<file path="src/rtl/forwarding_hazard_unit.sv">
// Operand-forwarding selectors and load-use stall detection for the EX stage of
// a 5-stage MIPS pipeline, built on a shadow copy of the EX/MEM/WB control fields.
module forwarding_hazard_unit #(
  parameter int REG_ADDR_W = 5,
  parameter int CNT_W      = 16
) (
  input  logic                  clk,
  input  logic                  reset,
  input  logic                  id_valid,
  input  logic [REG_ADDR_W-1:0] id_rs,
  input  logic [REG_ADDR_W-1:0] id_rt,
  input  logic                  id_uses_rt,
  input  logic [REG_ADDR_W-1:0] id_rd,
  input  logic                  id_reg_write,
  input  logic                  id_mem_read,
  input  logic                  flush,
  output logic [1:0]            forward_a_sel,
  output logic [1:0]            forward_b_sel,
  output logic                  stall,
  output logic                  pc_write,
  output logic                  ifid_write,
  output logic [CNT_W-1:0]      stall_count
);

  typedef struct packed {
    logic [REG_ADDR_W-1:0] rs;
    logic [REG_ADDR_W-1:0] rt;
    logic [REG_ADDR_W-1:0] rd;
    logic                  reg_write;
    logic                  mem_read;
  } slot_t;

  localparam slot_t BUBBLE = '0;
  localparam logic [CNT_W-1:0] CNT_MAX = '1;

  slot_t ex_q, mem_q, wb_q;
  slot_t ex_d;

  // The WB slot only matters for its destination; the rest is carried for symmetry.
  logic unused_wb_bits;
  assign unused_wb_bits = ^{wb_q.rs, wb_q.rt, wb_q.mem_read};

  // EX/MEM is checked first: it holds the most recent write to the register.
  function automatic logic [1:0] fwd_sel(input logic [REG_ADDR_W-1:0] src,
                                         input slot_t mem_s, input slot_t wb_s);
    if (src != '0 && mem_s.reg_write && mem_s.rd == src)
      return 2'd2;
    else if (src != '0 && wb_s.reg_write && wb_s.rd == src)
      return 2'd1;
    else
      return 2'd0;
  endfunction

  assign forward_a_sel = fwd_sel(ex_q.rs, mem_q, wb_q);
  assign forward_b_sel = fwd_sel(ex_q.rt, mem_q, wb_q);

  assign stall = !flush && id_valid && ex_q.mem_read && ex_q.rd != '0 &&
                 (ex_q.rd == id_rs || (id_uses_rt && ex_q.rd == id_rt));

  assign pc_write   = ~stall;
  assign ifid_write = ~stall;

  always_comb begin
    // NOTE: every always_comb output gets a default first so no path infers a latch.
    ex_d = BUBBLE;
    if (!(flush || stall || !id_valid)) begin
      ex_d.rs        = id_rs;
      ex_d.rt        = id_uses_rt ? id_rt : '0;
      ex_d.rd        = id_rd;
      ex_d.reg_write = id_reg_write;
      ex_d.mem_read  = id_mem_read;
    end
  end

  always_ff @(posedge clk or posedge reset) begin
    if (reset) begin
      ex_q        <= BUBBLE;
      mem_q       <= BUBBLE;
      wb_q        <= BUBBLE;
      stall_count <= '0;
    end else begin
      // NOTE: non-blocking so all three slots shift from their pre-edge values.
      wb_q  <= mem_q;
      mem_q <= ex_q;
      ex_q  <= ex_d;
      if (stall && stall_count != CNT_MAX)
        stall_count <= stall_count + 1'b1;
    end
  end

endmodule

</file>
<file path="config.mk">
export PLATFORM = sky130hd
export DESIGN_NAME = forwarding_hazard_unit
export DESIGN_NICKNAME = d
export VERILOG_FILES = /design/src/rtl/forwarding_hazard_unit.sv
export SDC_FILE = /design/constraint.sdc
export NUM_CORES = 1
export LEC_CHECK = 0
export BUFFER_PORTS_ARGS = -buffer_cell sky130_fd_sc_hd__buf_2
export CORE_AREA = 2 2 66 68
export CTS_CLUSTER_SIZE = 8
export DETAILED_ROUTE_END_ITERATION = 8
export DIE_AREA = 0 0 68 70
export GPL_TIMING_DRIVEN = 0
export PLACE_DENSITY_LB_ADDON = 0.1
export SKIP_LAST_GASP = 1
export SYNTH_ARGS = -nofsm -noshare
export SYNTH_HDL_FRONTEND = slang
export SYNTH_SLANG_ARGS = --single-unit
</file>
<file path="constraint.sdc">
create_clock -name clk -period 3.42 [get_ports clk]
set_input_delay 0.684 -clock clk [delete_from_list [all_inputs] [get_ports clk]]
set_output_delay 0.684 -clock clk [all_outputs]
set_load 0.01 [all_outputs]
</file>
==> results.toml <==
[run_status]
outcome = "complete, no violations"

[route]
vias = 1484
drt_iter0_drc = 66
firstDrtPassIters = 4
postRouteAntennaNets = 0
drt-total-wl_mm = 4.03
drc = 0
wire_per_inst_um = 14.3
routed_via_density = 5.28

[synthesis]
synth_cells = 179
synth.distinct_cells = 29
yosys.area.top_type_share = 0.536
synth_seq_cells = 45
async_reset_ff_frac = 1.00
seq_area_frac_synth = 0.536
synth_top_cell_by_area = "dfrtp_1"
synthTopCellsByArea = "dfrtp_1 54%, xnor2_1 17%, and2_2 3.9%, nand4_1 3.9%, nand3_1 2.1%"
ys_top_cells_by_count = "45 x dfrtp_1, 40 x xnor2_1, 13 x nand4_1"
synth_edf_count = 0
synth.cell_area_um2 = 2100
synthFlopType = "dfrtp_1"
yosysMostFrequentCell = "dfrtp_1"
yosys_warnings = 0
synth_area_per_cell_um2 = 11.7
synth_fp_nets = 202

[global_routing]
gr-usage-all-layers = 0.196
first_global_vias = 1527
grt_pass1_wl_mm = 6.99
grt-ovfl-total = 0
grt_max_degree = 46
antenna_found_initial = 0
gr-max-usage-layer = "met2"
met3_usage = 0.0564
grt_util_met1 = 0.268
grtUsageMet2 = 0.294

[setup_path]
arrival_ns = 2.28
path_cells = "xnor2_1, nand4_1, o22ai_2, buf_2, and2_2, inv_1, buf_4, buf_2"
cp.required_ns = 2.74
ff2ff_setup_slack_ns = 1.35
path_class = "register to output pin"
crit_slowest_cell = "dfrtp_1"
ff2ff_path_depth = 5
critPathLaunchType = "register"
path_max_fanout = 10
worstSetupEndpointType = "output pin"
path_common_cell = "buf_2"
r2r_start = "ex_q[3]"
cp_slowest_stage_delay_ns = 0.46
crit_family = "buffers and inverters"
worst-path-buf-inv = 4
timing.rr.end = "stall_count[1]"

[cts]
cts.clk_slew.worst_paths_ns = 0.08
htreeDepth = 2
clock_latency_ns = 0.29
cts_root_buffer = "clkbuf_8"
cts_tree = "built"
cts_buffers = 5
cts_resized = 0
clock_path_buffers = 2
hold_buffers = 0
cts_setup_buffers = 0
clkSinkCount = 45

[final_layout]
antenna_cells = 0
fin_util = 0.594
nNetsFinal = 253
syn2layout_area_growth_pct = 17.1
drive_gt1_frac = 0.332

[pwr]
vdd_drop_max_mv = 0.282
cellPowerDensity_nw_per_um2 = 381
leakagePower_nw = 1.17

[floorplan]
core_um2 = 4140
start_util = 0.507
fp-row-count = 24
io_pins = 45
die_h_um = 70
die_area_um2 = 4760
die_w_um = 68

[run]
maxCapViolCount = 0

[timing]
slew-limit-headroom = 0.405
tightest_slew_ns = 0.891
tns_ns = 0
hold_violations = 0
final.setup_skew_ns = 0.00716
fin_crit_ns = 2.96
fin_crit_sh = 0.866
setup_ws_ns = 0.457
setup_violations = 0
rsz0062_at_grt = "no"
timing.fmax_mhz = 338
finalMaxSlewViolations = 0

[min_path]
min_path_cells = 0
min_path_type = "register to register"
min_to = "mem_q[1]"
worstHoldStart = "ex_q[1]"

[placed_design]
gp_congestion = 0.823
numPortBuffers = 44
pre_cts_ws_ns = 0.462
dp_hpwl_mm = 3.06
-- registers in the layout, summed over array words and instances, names as in the netlist --
register / count
wb_q: 6
mem_q: 6
stall_count: 16
ex_q: 17
-- area by class of cell --
type / instances / area [µm²]
well taps: 52 / 65.1
plain buffers: 3 / 23.8
clock inverters: 1 / 5.00
flip-flops and latches: 45 / 1130
multi-input cells: 126 / 932
clock buffers: 5 / 68.8
inverters: 5 / 18.8
repair buffers: 44 / 220
fillers: 391 / 1680
-- power by group --
part / total, mW / leakage [nW] / internal (mW) / switching [mW]
sequential: 0.560 / 0.615 / 0.545 / 0.0152
combinational: 0.0804 / 0.515 / 0.0401 / 0.0402
clock: 0.297 / 0.0399 / 0.134 / 0.162
-- placed cells by master, fill, tap and decap left out --
cell type,synthesis,layout
nand3_1,9,9
nor4_1,7,7
and2_1,4,4
xor2_1,4,4
o22ai_2,1,1
a21oi_4,1,1
buf_6,1,1
a41oi_1,1,1
or4_4,1,1
buf_4,1,1
a2111oi_0,1,1
nand2_1,10,10
and3_2,5,5
and4_1,1,1
mux2_2,1,1
inv_2,1,2
nor3_1,3,3
dfrtp_1,45,45
clkinv_2,0,1
xnor2_1,40,40
and3_1,5,5
o2111ai_4,1,1
or4_1,2,2
and2_2,11,11
nor2_1,3,3
buf_2,1,45
ha_1,1,1
a21oi_1,1,1
clkbuf_8,0,5
inv_1,4,3
nand4_1,13,13
-- cell families after synthesis --
logic type               Yosys count  synth area share
buffers and inverters              8            0.0202
flip-flops                        45             0.536
multiplexers                       1           0.00536
AO/OA/AOI/OAI                      6            0.0369
XOR/XNOR                          44             0.183
AND/OR/NAND/NOR                   74             0.212
adder cells (fa/ha/maj)            1           0.00595
-- worst max-delay path by stage --
| stage | startpoint | to | slack (ns) | cells after the start |
|---|---|---|---|---|
| final | ex_q[2] | pc_write | 0.46 | 8 |
| after global routing | ex_q[2] | pc_write | 0.26 | 8 |
| after global placement | id_rs[0] | pc_write | 0.45 | 9 |
| after detailed placement | id_rs[0] | pc_write | 0.46 | 9 |
| after CTS | ex_q[2] | pc_write | 0.45 | 8 |
| after floorplan | id_rs[4] | pc_write | 0.84 | 7 |
-- layer usage --
| metal | wire length, µm | part of all wire |
|---|---|---|
| met4 | 77 | 0.019 |
| met5 | 0 | 0 |
| met3 | 216 | 0.054 |
| met1 | 1790 | 0.44 |
| met2 | 1950 | 0.48 |
-- stage by stage --
stage / instance area, µm² / power (mW) / cells / hold WS [ns]
6_report: 2460 / 0.937 / 281 / 0.348
5_1_grt: 2460 / 0.981 / 281 / 0.349
4_1_cts: 2460 / 0.951 / 281 / 0.346
3_5_place_dp: 2390 / 0.653 / 275 / 0.336
3_3_place_gp: 2390 / 0.649 / 275 / 0.338
2_1_floorplan: 2100 / 0.622 / 179 / 0.331
(Power assumes the default switching activity.)
